File: src/rtl/ram_sp_arbiter_pkg.sv
// Shared types and sizing for the single-port RAM arbiter and its response buffer.
package ram_sp_arbiter_pkg;

    typedef enum logic [1:0] {
        GRANT_NONE,
        GRANT_WRITE,
        GRANT_READ
    } grant_t;

    localparam int unsigned RSP_DEPTH_C = 2;
    localparam int unsigned RSP_CNT_W_C = $clog2(RSP_DEPTH_C + 1);

endpackage

File: src/rtl/ram_sp_rsp_buf.sv
// Two-entry in-order response FIFO with a registered head; push and pop may coincide at any fill.
module ram_sp_rsp_buf
    import ram_sp_arbiter_pkg::*;
#(
    parameter int unsigned DATA_WIDTH_P = 32
) (
    input  logic                    clk,
    input  logic                    rst_n,
    input  logic                    push,
    input  logic [DATA_WIDTH_P-1:0] push_data,
    input  logic                    pop,
    output logic [RSP_CNT_W_C-1:0]  count,
    output logic                    head_valid,
    output logic [DATA_WIDTH_P-1:0] head_data
);

    localparam logic [RSP_CNT_W_C-1:0] CNT_ONE_C  = RSP_CNT_W_C'(1);
    localparam logic [RSP_CNT_W_C-1:0] CNT_FULL_C = RSP_CNT_W_C'(RSP_DEPTH_C);

    logic [RSP_CNT_W_C-1:0]  count_q;
    logic [DATA_WIDTH_P-1:0] head_q;
    logic [DATA_WIDTH_P-1:0] tail_q;
    logic                    pop_eff;

    assign pop_eff = pop && (count_q != '0);

    // Entries shift toward the head on pop so the output is always straight from a flop.
    always_ff @(posedge clk or negedge rst_n) begin
        if (!rst_n) begin
            count_q <= '0;
            head_q  <= '0;
            tail_q  <= '0;
        end else begin
            case ({push, pop_eff})
                2'b10: begin
                    if (count_q == '0) head_q <= push_data;
                    else               tail_q <= push_data;
                    count_q <= count_q + CNT_ONE_C;
                end
                2'b01: begin
                    head_q  <= tail_q;
                    count_q <= count_q - CNT_ONE_C;
                end
                2'b11: begin
                    if (count_q == CNT_ONE_C) begin
                        head_q <= push_data;
                    end else begin
                        head_q <= tail_q;
                        tail_q <= push_data;
                    end
                end
                default: ;
            endcase
        end
    end

    assign count      = count_q;
    assign head_valid = (count_q != '0);
    assign head_data  = head_q;

    no_overflow: assert property (@(posedge clk) disable iff (!rst_n)
        !(push && !pop_eff && (count_q == CNT_FULL_C)));

endmodule

File: src/rtl/ram_sp_arbiter.sv
// Round-robin write/read initiator for a single-port RAM with one-cycle registered read,
// returning read data in order through a credit-limited two-entry response buffer.
module ram_sp_arbiter
    import ram_sp_arbiter_pkg::*;
#(
    parameter int unsigned DATA_WIDTH_P = 32,
    parameter int unsigned ADDR_WIDTH_P = 10
) (
    input  logic                    clk,
    input  logic                    rst_n,
    input  logic                    wr_valid,
    output logic                    wr_ready,
    input  logic [ADDR_WIDTH_P-1:0] wr_addr,
    input  logic [DATA_WIDTH_P-1:0] wr_data,
    input  logic                    rd_valid,
    output logic                    rd_ready,
    input  logic [ADDR_WIDTH_P-1:0] rd_addr,
    output logic                    rsp_valid,
    input  logic                    rsp_ready,
    output logic [DATA_WIDTH_P-1:0] rsp_data,
    output logic                    ram_enable,
    output logic                    ram_write_enable,
    output logic [ADDR_WIDTH_P-1:0] ram_address,
    output logic [DATA_WIDTH_P-1:0] ram_data_ingress,
    input  logic [DATA_WIDTH_P-1:0] ram_data_egress
);

    localparam logic [RSP_CNT_W_C-1:0] OCC_FULL_C = RSP_CNT_W_C'(RSP_DEPTH_C);

    grant_t                 grant;
    grant_t                 last_grant_q;
    logic                   read_in_flight_q;
    logic [RSP_CNT_W_C-1:0] buf_count;
    logic [RSP_CNT_W_C-1:0] occupancy;
    logic                   rsp_pop;
    logic                   read_ok;

    assign rsp_pop   = rsp_valid && rsp_ready;
    // A read in flight already owns a buffer slot, so it counts against the credit.
    assign occupancy = buf_count + RSP_CNT_W_C'(read_in_flight_q);
    assign read_ok   = (occupancy < OCC_FULL_C) || ((occupancy == OCC_FULL_C) && rsp_pop);

    always_ff @(posedge clk or negedge rst_n) begin
        if (!rst_n) begin
            last_grant_q     <= GRANT_WRITE;
            read_in_flight_q <= 1'b0;
        end else begin
            read_in_flight_q <= (grant == GRANT_READ);
            if (grant != GRANT_NONE) last_grant_q <= grant;
        end
    end

    always_comb begin
        grant = GRANT_NONE;
        if (wr_valid && rd_valid && read_ok) begin
            grant = (last_grant_q == GRANT_WRITE) ? GRANT_READ : GRANT_WRITE;
        end else if (wr_valid) begin
            grant = GRANT_WRITE;
        end else if (rd_valid && read_ok) begin
            grant = GRANT_READ;
        end
    end

    always_comb begin
        wr_ready         = 1'b0;
        rd_ready         = 1'b0;
        ram_enable       = 1'b0;
        ram_write_enable = 1'b0;
        ram_address      = wr_addr;
        ram_data_ingress = wr_data;
        case (grant)
            GRANT_WRITE: begin
                wr_ready         = 1'b1;
                ram_enable       = 1'b1;
                ram_write_enable = 1'b1;
            end
            GRANT_READ: begin
                rd_ready    = 1'b1;
                ram_enable  = 1'b1;
                ram_address = rd_addr;
            end
            default: ;
        endcase
    end

    ram_sp_rsp_buf #(
        .DATA_WIDTH_P(DATA_WIDTH_P)
    ) u_rsp_buf (
        .clk       (clk),
        .rst_n     (rst_n),
        .push      (read_in_flight_q),
        .push_data (ram_data_egress),
        .pop       (rsp_pop),
        .count     (buf_count),
        .head_valid(rsp_valid),
        .head_data (rsp_data)
    );

endmodule
File: config.mk
export PLATFORM = sky130hd
export DESIGN_NAME = ram_sp_arbiter
export DESIGN_NICKNAME = d
export VERILOG_FILES = /design/src/rtl/ram_sp_arbiter_pkg.sv /design/src/rtl/ram_sp_rsp_buf.sv /design/src/rtl/ram_sp_arbiter.sv
export SDC_FILE = /design/constraint.sdc
export NUM_CORES = 1
export LEC_CHECK = 0
export ABC_AREA = 1
export CAP_MARGIN = 20
export CORE_ASPECT_RATIO = 2
export CORE_MARGIN = 1.5
export CORE_UTILIZATION = 41
export CTS_CLUSTER_SIZE = 30
export DETAILED_ROUTE_END_ITERATION = 6
export GPL_TIMING_DRIVEN = 0
export PLACE_DENSITY = 0.91
export SLEW_MARGIN = 20
export SYNTH_ARGS = -nofsm -noshare
export SYNTH_HDL_FRONTEND = slang
export SYNTH_SLANG_ARGS = --single-unit
File: constraint.sdc
create_clock -name clk -period 3.28 [get_ports clk]
set_clock_uncertainty 0.1 [all_clocks]
set_input_delay 0.656 -clock clk [delete_from_list [all_inputs] [get_ports clk]]
set_output_delay 0.656 -clock clk [all_outputs]
set_load 0.03 [all_outputs]
==> run summary <==
P_leak = 2.72 nW
Worst-Margin Slew = 0.477 ns
share of cells above drive strength 1 = 17.0%
WL per Instance = 14.3 um
cells on worst reg2reg path = 9
Mapped Nets = 533
CTS root buf = clkbuf_16
Avg Synthesized Cell Area = 8.17 sq um
post-synthesis cell area = 3550 sq um
EDFF count, synth = 0
final WL = 9.82 mm
synth unique cells = 22
post-synth top area cell = dfrtp_1
multi-input combinational cell area = 1310 sq um
initial antenna violation count = 0
number of global-route vias before repair = 3550
Final Hold Viols = 0
DRT iter0 DRCs = 254
status = finished clean
asr flop ratio synth = 100%
Post-synth top flop = dfrtp_1
r2r endpoint = u_rsp_buf.tail_q[21]$_DFFE_PN0P_
maximum vdd drop = 496 uV
max_cap viols = 0
crit end category = output pin
final worst-path cycle share = 97.1%
worst setup margin = 0.0937 ns
Fillers = 678
CP bufs+invs = 2
clk sinks = 69
Post-synth top cells = nand2_1 (175), dfrtp_1 (68), o21ai_0 (56)
worst slack, placed = -0.481 ns
share of the yosys chip area belonging to registers = 48.6%
DRC errors left = 0
GRT Util Overall = 22.4%
reg2reg start = u_rsp_buf.count[1]$_DFFE_PN0P_
CP startpoint kind = primary input
top cells by area, synth = dfrtp_1 (48%), nand2_1 (18%), buf_4 (8.9%)
post-synth top area share = 47.9%
CTS clk-pin slew, worst paths = 0.05 ns
fin nets = 682
total CTS buffers = 9
I/O pin cnt = 168
Critical Path RT = 2.52 ns
final instance area = 5390 sq um
Synth Register Bits = 69
crit-path leading delay family = buffers and inverters
Sequential Area = 1730 sq um
Worst Path Max Fanout = 6
die height = 135 um
CTS max path bufs = 2
Starting Density = 42.5%
Via density = 4.89
flop2flop setup slack = 0.99 ns
Area Growth Syn to Fin = 51.6%
worst hold path class = in -> async
DP HPWL = 7.54 mm
CP max stage delay = 0.69 ns
first-pass detailed-route iteration total = 4
WP data arrival = 2.43 ns
fmax = 0.314 GHz
site row count = 47
Setup Crit Path Kind = in -> out
Crit-path slowest cell = clkdlybuf4s50_1
via count = 3359
die area = 9260 sq um
Core Box Area = 8350 sq um
Final GP Congestion = 0.812
cts hold-fix bufs = 0
Final Max Tran Viols = 0
Final setup viols = 0
Syn Inst Count = 435
first-pass GRT wire length = 15.6 mm
PortBufs = 135
largest net degree at the start of global routing = 52
DRT antenna net count = 0
CTS tree = built
Synth Warn # = 0
final worst path period need = 3.19 ns
placed cell areas = 5050 sq um
clk_lat worst skew = 0.33 ns
setup repair after global routing missed its margin = false
P per Cell Area = 906 nW/um^2
slew margin rel. = 68.1%
Die Span X = 68.8 um
cell with the most instances after synthesis = nand2_1
number of diodes = 0
CTS H-Tree Depth = 3
total gr overflow = 0
CP cell instances = clkdlybuf4s50_1 -> nand3b_1 -> nand2_1 -> nand2_2 -> nand2_2 -> ha_2 -> clkdlybuf4s50_1
## stage by stage
stage / power (W) / instances / setup TNS, ns / hold slack, ns / utilization (%)
after floorplan: 0.00289 / 435 / 0 / 0.260 / -
after global placement: 0.00366 / 668 / -52.52 / 0.348 / 60.2
final: 0.00488 / 687 / 0 / 0.100 / 64.5
after CTS: 0.00490 / 686 / 0 / 0.102 / 64.5
after global routing: 0.00518 / 687 / 0 / 0.116 / 64.5
after detailed placement: 0.00378 / 669 / -4.65 / 0.370 / 60.5
## flip-flops by register name (all words and copies together), names as in the netlist
| register | cells |
|---|---|
| u_rsp_buf.head_data | 32 |
| last_grant_q | 2 |
| read_in_flight_q | 1 |
| u_rsp_buf.count | 2 |
| u_rsp_buf.tail_q | 32 |
## cell usage in the layout, fill, tap and decap left out, types with 2 or more instances in the layout
cell type and instances:
ha_1 8, inv_1 43, bufinv_16 2, nand2_2 3, o21ai_0 56, dlymetal6s2s_1 3
xnor2_1 2, buf_4 45, clkbuf_1 2, dfrtp_1 68, clkbuf_2 3, inv_2 2
clkbuf_16 9, clkdlybuf4s50_1 121, buf_2 13, nand2_1 173, mux2_2 10, clkbuf_8 4
o21ai_1 10
## routing by layer
layer	part of all wire (%)	vias to the layer above	GRT usage, %
met3	7.0	24	5.25
li1	-	1606	-
met4	3.0	0	11.9
met1	33	1554	21.8
met2	57	175	41.1
met5	0	-	0
## cell type report
| class | count | share of cell area (%) |
|---|---|---|
| Sequential cell | 69 | 32.1 |
| Timing Repair Buffer | 138 | 25.0 |
| Multi-Input combinational cell | 269 | 24.2 |
| Buffer | 52 | 6.83 |
| Clock buffer | 13 | 5.20 |
| Inverter | 45 | 3.14 |
| Tap cell | 98 | 2.28 |
| Clock inverter | 3 | 1.21 |
## report_power, final
part / switching [W] / leakage (nW) / internal, W / total [W]
combinational: 0.00138 / 1.69 / 0.000924 / 0.00231
sequential: 0.000222 / 0.863 / 0.00125 / 0.00148
clock: 0.000346 / 0.172 / 0.000746 / 0.00109
total: 0.00195 / 2.72 / 0.00292 / 0.00488
## worst max path at each step
| stage | slack [ns] | depth (start not counted) | endpoint | start |
|---|---|---|---|---|
| after floorplan | 0.30 | 10 | ram_address[0] | u_rsp_buf.count[0]$_DFFE_PN0P_ |
| after CTS | 0.01 | 9 | ram_address[5] | rsp_ready |
| after global routing | 0.03 | 10 | ram_write_enable | u_rsp_buf.count[1]$_DFFE_PN0P_ |
| final | 0.09 | 7 | rd_ready | rsp_ready |
| after global placement | -0.71 | 1 | u_rsp_buf.tail_q[21]$_DFFE_PN0P_ | rst_n |
| after detailed placement | -0.48 | 9 | ram_address[5] | rsp_ready |
## logic make-up (layout without fill, tap and decap cells)
kind of cell | after synthesis | after routing | synth area share (%)
adders and majority gates | 9 | 9 | 3.17
muxes | 10 | 10 | 3.17
xor gates and xnor gates | 2 | 2 | 0.493
AOI/OAI and AO/OA | 70 | 70 | 10.6
and+or+nand+nor | 178 | 178 | 19.0
DFF | 69 | 69 | 48.6
buffers and inverters | 97 | 251 | 14.9
## worst reg2reg max path, stage by stage, from the launching register on
cell      delay, ns
dfrtp_1        0.40
inv_1          0.11
ha_1           0.20
inv_2          0.05
nand2_1        0.11
inv_1          0.09
ha_1           0.23
o211ai_2       0.44
clkbuf_2       0.30
o21ai_0        0.14
## what timing repair did
action                     4_1_cts  5_1_grt
gates cloned                     0        0
pin swaps                        0        0
gates resized for setup         49       10
setup endpoints to repair       11       14
setup buffers                    1        1
Note: power is estimated with default switching activity, not from simulation.
